### src/rtl/jpeg_bitstream_packer.sv
// ---------------------------------------------------------------------------
// jpeg_bitstream_packer
//
// Packs the variable-length fields of one Huffman symbol record (optional DC
// code + amplitude, then AC code + amplitude) MSB-first into a 32-bit
// accumulator and drains it as a byte stream. Every emitted 0xFF is followed
// by a stuffed 0x00. A flush pads the final partial byte with 1-bits, drains
// everything and pulses flush_done.
//
// Configuration macro: JPEG_BYTE_STUFF_EN
//   defined   : 0x00 is inserted after every emitted 0xFF
//   undefined : no stuffing logic; 0xFF passes through raw
//
// Ports
//   clock, reset          rising-edge clock, synchronous active-high reset
//   sym_valid/sym_ready   symbol strobe / ready (ready only in IDLE)
//   blk_end               symbol closes a block (EOB)
//   dc_code, dc_code_len  DC Huffman code (right-justified) and length
//   dc_amp, dc_amp_len    DC amplitude bits and length
//   ac_code, ac_code_len  AC Huffman code and length
//   ac_amp, ac_amp_len    AC amplitude bits and length
//   flush / flush_done    end-of-image drain request / completion pulse
//   byte_out/byte_valid/byte_ready  output byte handshake
//   busy                  anything in flight
//   err_overflow          sticky: symbol strobe while not ready
//   blocks_done           count of accepted blk_end symbols (wraps)
// ---------------------------------------------------------------------------
module jpeg_bitstream_packer (
  input  logic        clock,
  input  logic        reset,
  input  logic        sym_valid,
  output logic        sym_ready,
  input  logic        blk_end,
  input  logic [8:0]  dc_code,
  input  logic [7:0]  dc_code_len,
  input  logic [7:0]  dc_amp,
  input  logic [7:0]  dc_amp_len,
  input  logic [15:0] ac_code,
  input  logic [7:0]  ac_code_len,
  input  logic [7:0]  ac_amp,
  input  logic [7:0]  ac_amp_len,
  input  logic        flush,
  output logic        flush_done,
  output logic [7:0]  byte_out,
  output logic        byte_valid,
  input  logic        byte_ready,
  output logic        busy,
  output logic        err_overflow,
  output logic [15:0] blocks_done
);

  localparam logic [2:0] S_IDLE       = 3'd0;
  localparam logic [2:0] S_DC_CODE    = 3'd1;
  localparam logic [2:0] S_DC_AMP     = 3'd2;
  localparam logic [2:0] S_AC_CODE    = 3'd3;
  localparam logic [2:0] S_AC_AMP     = 3'd4;
  localparam logic [2:0] S_FLUSH_PAD  = 3'd5;
  localparam logic [2:0] S_FLUSH_WAIT = 3'd6;

  logic [2:0]  state;
  logic [31:0] acc;          // valid bits left-justified, zeros below
  logic [5:0]  count;        // 0..32 bits held in acc
  logic        dc_pending;

  logic [8:0]  cap_dc_code;
  logic [7:0]  cap_dc_code_len;
  logic [7:0]  cap_dc_amp;
  logic [7:0]  cap_dc_amp_len;
  logic [15:0] cap_ac_code;
  logic [7:0]  cap_ac_code_len;
  logic [7:0]  cap_ac_amp;
  logic [7:0]  cap_ac_amp_len;
  logic        cap_blk_end;

  function automatic logic [4:0] clamp_len(input logic [7:0] len, input logic [4:0] lim);
    return (len > {3'b000, lim}) ? lim : len[4:0];
  endfunction

  // Field presented by the current append state
  logic [15:0] fld;
  logic [4:0]  fld_len;
  logic        app_state;

  // NOTE: every signal assigned in always_comb gets a default first, so no
  // path through the case can leave it unassigned and infer a latch.
  always_comb begin
    fld       = '0;
    fld_len   = '0;
    app_state = 1'b0;
    case (state)
      S_DC_CODE: begin
        fld       = {7'b0, cap_dc_code};
        fld_len   = clamp_len(cap_dc_code_len, 5'd9);
        app_state = 1'b1;
      end
      S_DC_AMP: begin
        fld       = {8'b0, cap_dc_amp};
        fld_len   = clamp_len(cap_dc_amp_len, 5'd8);
        app_state = 1'b1;
      end
      S_AC_CODE: begin
        fld       = cap_ac_code;
        fld_len   = clamp_len(cap_ac_code_len, 5'd16);
        app_state = 1'b1;
      end
      S_AC_AMP: begin
        fld       = {8'b0, cap_ac_amp};
        fld_len   = clamp_len(cap_ac_amp_len, 5'd8);
        app_state = 1'b1;
      end
      S_FLUSH_PAD: begin
        // (8 - count mod 8) mod 8 ones: negation in 3 bits gives exactly that
        fld       = 16'hFFFF;
        fld_len   = {2'b00, 3'd0 - count[2:0]};
        app_state = 1'b1;
      end
      default: ;
    endcase
  end

  // With count <= 16 and len <= 16 the field always fits below the held bits
  logic        do_append;
  logic [31:0] fld_mask;
  logic [31:0] fld_bits;
  logic [5:0]  fld_shift;
  logic [31:0] acc_app;
  logic [5:0]  cnt_app;

  assign do_append = app_state && (count <= 6'd16);
  assign fld_mask  = (32'd1 << fld_len) - 32'd1;
  assign fld_bits  = {16'b0, fld} & fld_mask;
  assign fld_shift = 6'd32 - count - {1'b0, fld_len};
  assign acc_app   = do_append ? (acc | (fld_bits << fld_shift)) : acc;
  assign cnt_app   = do_append ? (count + {1'b0, fld_len}) : count;

  // Output slot is free when empty or being accepted this cycle, so the
  // drain can look at the post-append bits and sustain one byte per cycle.
  logic slot_free;
  logic stuff_pending;
  logic stuff_req;
  logic sp_n;
  assign slot_free = !byte_valid || byte_ready;

`ifdef JPEG_BYTE_STUFF_EN
  logic ff_accept;
  assign ff_accept = byte_valid && byte_ready && (byte_out == 8'hFF);
  // The 0x00 is loaded in the same cycle its 0xFF is taken; stuff_pending
  // only carries the request if the slot could not take it.
  assign stuff_req = stuff_pending || ff_accept;
  assign sp_n      = stuff_req && !slot_free;

  always_ff @(posedge clock) begin
    if (reset) stuff_pending <= 1'b0;
    else       stuff_pending <= sp_n;
  end
`else
  assign stuff_pending = 1'b0;
  assign stuff_req     = 1'b0;
  assign sp_n          = 1'b0;
`endif

  logic        drain;
  logic [31:0] acc_n;
  logic [5:0]  cnt_n;
  logic        bv_n;
  logic [7:0]  bo_n;
  logic        flush_idle;

  always_comb begin
    drain = slot_free && !stuff_req && (cnt_app >= 6'd8);
    acc_n = drain ? (acc_app << 8) : acc_app;
    cnt_n = drain ? (cnt_app - 6'd8) : cnt_app;
    bv_n  = slot_free ? (stuff_req || drain) : 1'b1;
    bo_n  = byte_out;
    if (slot_free && stuff_req) bo_n = 8'h00;
    else if (drain)             bo_n = acc_app[31:24];
  end

  // Flush completes the cycle after the last byte handshake
  assign flush_idle = (cnt_n == 6'd0) && !bv_n && !sp_n;

  assign sym_ready = (state == S_IDLE);
  assign busy      = (state != S_IDLE) || (count != 6'd0) || byte_valid || stuff_pending;

  // NOTE: all state updates use non-blocking assignments so every register
  // samples the pre-edge values of the others, independent of block order.
  always_ff @(posedge clock) begin
    if (reset) begin
      state           <= S_IDLE;
      acc             <= '0;
      count           <= '0;
      dc_pending      <= 1'b1;
      byte_out        <= '0;
      byte_valid      <= 1'b0;
      flush_done      <= 1'b0;
      err_overflow    <= 1'b0;
      blocks_done     <= '0;
      cap_dc_code     <= '0;
      cap_dc_code_len <= '0;
      cap_dc_amp      <= '0;
      cap_dc_amp_len  <= '0;
      cap_ac_code     <= '0;
      cap_ac_code_len <= '0;
      cap_ac_amp      <= '0;
      cap_ac_amp_len  <= '0;
      cap_blk_end     <= 1'b0;
    end else begin
      acc        <= acc_n;
      count      <= cnt_n;
      byte_out   <= bo_n;
      byte_valid <= bv_n;
      flush_done <= 1'b0;
      if (sym_valid && !sym_ready) err_overflow <= 1'b1;

      case (state)
        S_IDLE: begin
          if (flush) begin
            state <= S_FLUSH_PAD;
          end else if (sym_valid) begin
            cap_dc_code     <= dc_code;
            cap_dc_code_len <= dc_code_len;
            cap_dc_amp      <= dc_amp;
            cap_dc_amp_len  <= dc_amp_len;
            cap_ac_code     <= ac_code;
            cap_ac_code_len <= ac_code_len;
            cap_ac_amp      <= ac_amp;
            cap_ac_amp_len  <= ac_amp_len;
            cap_blk_end     <= blk_end;
            state           <= dc_pending ? S_DC_CODE : S_AC_CODE;
          end
        end
        S_DC_CODE: if (do_append) state <= S_DC_AMP;
        S_DC_AMP: begin
          if (do_append) begin
            state      <= S_AC_CODE;
            dc_pending <= 1'b0;
          end
        end
        S_AC_CODE: if (do_append) state <= S_AC_AMP;
        S_AC_AMP: begin
          if (do_append) begin
            state <= S_IDLE;
            if (cap_blk_end) begin
              dc_pending  <= 1'b1;
              blocks_done <= blocks_done + 16'd1;
            end
          end
        end
        S_FLUSH_PAD: if (do_append) state <= S_FLUSH_WAIT;
        S_FLUSH_WAIT: begin
          if (flush_idle) begin
            flush_done <= 1'b1;
            dc_pending <= 1'b1;
            state      <= S_IDLE;
          end
        end
        default: state <= S_IDLE;
      endcase
    end
  end

endmodule

### config.mk
export PLATFORM = sky130hd
export DESIGN_NAME = jpeg_bitstream_packer
export DESIGN_NICKNAME = d
export VERILOG_FILES = /design/src/rtl/jpeg_bitstream_packer.sv
export SDC_FILE = /design/constraint.sdc
export NUM_CORES = 1
export LEC_CHECK = 0
export CORE_ASPECT_RATIO = 1.4
export CORE_MARGIN = 3
export CORE_UTILIZATION = 45
export CTS_BUF_LIST = sky130_fd_sc_hd__clkbuf_8
export DETAILED_ROUTE_END_ITERATION = 8
export GPL_TIMING_DRIVEN = 0
export PLACE_DENSITY = 0.72
export RECOVER_POWER = 100
export SETUP_SLACK_MARGIN = 0.05
export SYNTH_ARGS = -nofsm -noshare
export SYNTH_HDL_FRONTEND = slang
export SYNTH_SLANG_ARGS = --single-unit
### constraint.sdc
create_clock -name clock -period 5.5 [get_ports clock]
set_clock_uncertainty 0.2 [all_clocks]
set_input_delay 0.55 -clock clock [delete_from_list [all_inputs] [get_ports clock]]
set_output_delay 0.55 -clock clock [all_outputs]
set_load 0.01 [all_outputs]
==> results.json <==
{
  "fin_crit_ps": 5190,
  "grtUsageTotal_pct": 27.1,
  "cts_tree": "yes",
  "async_reset_ff_share_pct": 0,
  "maxSlewHeadroom_pct": 34.5,
  "clk_path_buf_depth": 2,
  "drt-initial-drc-count": 596,
  "finalCritPeriodShare_pct": 94.5,
  "grt_pass1_wl_um": 42900,
  "drv_slew": 0,
  "report.final.hold_viol_count": 0,
  "ctsRootBufferMaster": "clkbuf_8",
  "startpoint_type": "flip-flop",
  "final_common_cell": "nand2_1",
  "yosysWarningCount": 0,
  "synth_top_area_cell": "dfxtp_1",
  "worstPathRequired_ps": 5630,
  "drv_cap": 0,
  "io_pins": 108,
  "drt_wl_total_um": 27200,
  "grt_pass1_vias": 8095,
  "synth_enable_flop_cells": 0,
  "cp.arrival_ps": 5320,
  "path_class": "reg2reg",
  "antenna_found_initial": 0,
  "num_antenna_cells": 0,
  "cp_cell_sequence": "inv_1, ha_1, and2_0, a41o_1, a22oi_2, and2_0, clkbuf_4, clkinvlp_4, or3_1, ha_1, clkbuf_2, o211ai_1, nand3_1, a31o_2, a311o_1, a22o_1, a221oi_1, a211oi_1",
  "dpl_cell_area_sq_um": 9590,
  "clk-insertion-delay-late_ps": 470,
  "core_region_area_sq_um": 17700,
  "p_per_area_nw_per_um2": 616,
  "cts.clk_slew.worst_paths_ps": 90,
  "avgSynthCellArea_sq_um": 7.54,
  "rsz0062_at_grt": "no",
  "fin_util_pct": 57.7,
  "cts_made_buffers": 17,
  "drive_above_1_share_pct": 9.40,
  "viasPerCell": 5.82,
  "synth_area_leaders": "dfxtp_1 35%, nand2_1 9.8%, a21oi_1 8.1%, nor2_1 4.1%, ha_1 2.7%",
  "grt_max_degree": 17,
  "critPathLaunch": "count[0]$_SDFF_PP0_",
  "die_w_um": 120,
  "synth_cells": 1092,
  "min_path_type": "reg2reg",
  "syn_area_sq_um": 8240,
  "num_vias": 8556,
  "synth_nets": 1191,
  "nets": 1320,
  "reg2reg_from": "count[0]$_SDFF_PP0_",
  "stdcell_area_sq_um": 10200,
  "first_pass_iters": 8,
  "cts_num_sinks": 143,
  "cellLeakagePower_uw": 0.00378,
  "tightest_slew_ps": 970,
  "fill_cells": 1792,
  "peakVddDrop_mv": 0.357,
  "io_buffers": 106,
  "postRouteAntennaNets": 0,
  "final_cell_mix": "214 x nand2_1, 141 x dfxtp_1, 133 x a21oi_1, 89 x nor2_1, 77 x clkdlybuf4s50_1",
  "hold_buffers": 0,
  "power_uw": 6280,
  "rows": 57,
  "cts.htree.levels": 4,
  "cp_max_fo": 10,
  "synth_cell_type_count": 89,
  "synthToLayoutAreaGrowth_pct": 23.8,
  "yosys_most_used_dff": "dfxtp_1",
  "hp-start": "cap_ac_amp[2]$_SDFFE_PP0P_",
  "synth.top_cell.area_share_pct": 34.8,
  "end_kind": "flip-flop",
  "setup_violations": 0,
  "overflow": 0,
  "route.detailed.drc": 0,
  "ys_ff_latch": 143,
  "cp_slowest_cell": "a221oi_1",
  "die_y_um": 166,
  "status": "completed",
  "slowest_delay_ps": 550,
  "gp_congestion": 0.967,
  "hpwl_um": 21300,
  "ys_seq_area_share_pct": 34.8,
  "fmax_mhz": 193,
  "fin_tns_setup_ps": 0,
  "dieArea_sq_um": 20000,
  "wire_per_inst_um": 18.5,
  "initial_core_util_pct": 46.6
}
[per-stage QoR]
| stage | hold slack (ps) | setup WS, ps | cells |
|---|---|---|---|
| global placement | 240 | -354 | 1434 |
| CTS | 258 | 53.2 | 1465 |
| floorplan | 224 | 861 | 1092 |
| global route | 276 | 34.5 | 1470 |
| finish | 256 | 305 | 1470 |
| detailed placement | 245 | -383 | 1434 |
[critical path, delay by kind of cell (launching register included)]
| kind | cells | cell delay [ps] |
|---|---|---|
| adders and majority gates | 2 | 550 |
| buffers and inverters | 4 | 690 |
| AOI/OAI and AO/OA | 8 | 2270 |
| DFF | 1 | 370 |
| and+or+nand+nor | 4 | 970 |
[Yosys cell counts, drive strengths merged (6+ instances only)]
library cell	instances
a22oi	6
nand4	11
nor4	13
o21ai	36
a21oi	137
nand2	215
nor2	93
o2111ai	6
nor3	21
mux2i	7
buf	18
ha	18
dfxtp	143
a221oi	8
or3	10
mux2	10
and2	17
a31oi	12
nor2b	6
nand2b	9
and3	17
o21a	11
a21o	10
o211ai	6
nand3	21
inv	32
a211oi	14
xor2	9
a31o	10
clkbuf	58
xnor2	13
[registers in the layout (all words and copies together), names as in the netlist, 9 cells and up]
register / cells
acc: 32
blocks_done: 16
cap_ac_code: 16
cap_dc_code: 9
[timing repair]
item	4_1_cts	5_1_grt
pin swaps	0	5
resized for setup	7	32
endpoints found under the setup margin	20	38
buffers inserted	0	7
gates cloned	0	0
[final cells by class]
| class | count | area (sq um) | area share, % |
|---|---|---|---|
| multi-input cells | 840 | 5060 | 49.6 |
| flip-flops and latches | 143 | 2870 | 28.1 |
| repair buffers | 113 | 1110 | 10.9 |
| plain buffers | 73 | 295 | 2.90 |
| well taps | 236 | 295 | 2.90 |
| clock buffers | 18 | 248 | 2.43 |
| clock inverters | 14 | 195 | 1.91 |
| inverters | 33 | 128 | 1.25 |
[where the power goes]
group | leakage [uW] | switching, uW | internal (uW)
logic | 0.00238 | 2680 | 1340
registers | 0.00117 | 102 | 1220
clock network | 0.000226 | 466 | 479
[kinds of logic (layout without fill, tap and decap cells)]
kind of cell	Yosys count	after routing	share of synthesized area, %
and+or+nand+nor	451	451	25.4
buffers and inverters	109	251	5.09
adders and majority gates	20	20	3.22
xor gates and xnor gates	22	22	2.34
AOI/OAI and AO/OA	330	330	27.0
muxes	17	17	2.22
DFF	143	143	34.8
[metal layers]
metal	vias up	routed length (um)	track usage, %	part of all wire [%]
li1	4167	-	-	-
met1	3962	10700	30.3	39
met2	321	13600	47.7	50
met3	106	1190	5.01	4.4
met4	0	1710	15.3	6.3
met5	-	0	0	0
[worst paths after layout]
kind,slack (ps),depth (start not counted),to
hold reg to reg,260,2,cap_ac_amp[2]$_SDFFE_PP0P_
hold / removal,260,2,cap_ac_amp[2]$_SDFFE_PP0P_
setup reg to reg,310,18,byte_out[3]$_SDFFE_PP0P_
setup / recovery,310,18,byte_out[3]$_SDFFE_PP0P_
(Power assumes the default switching activity.)
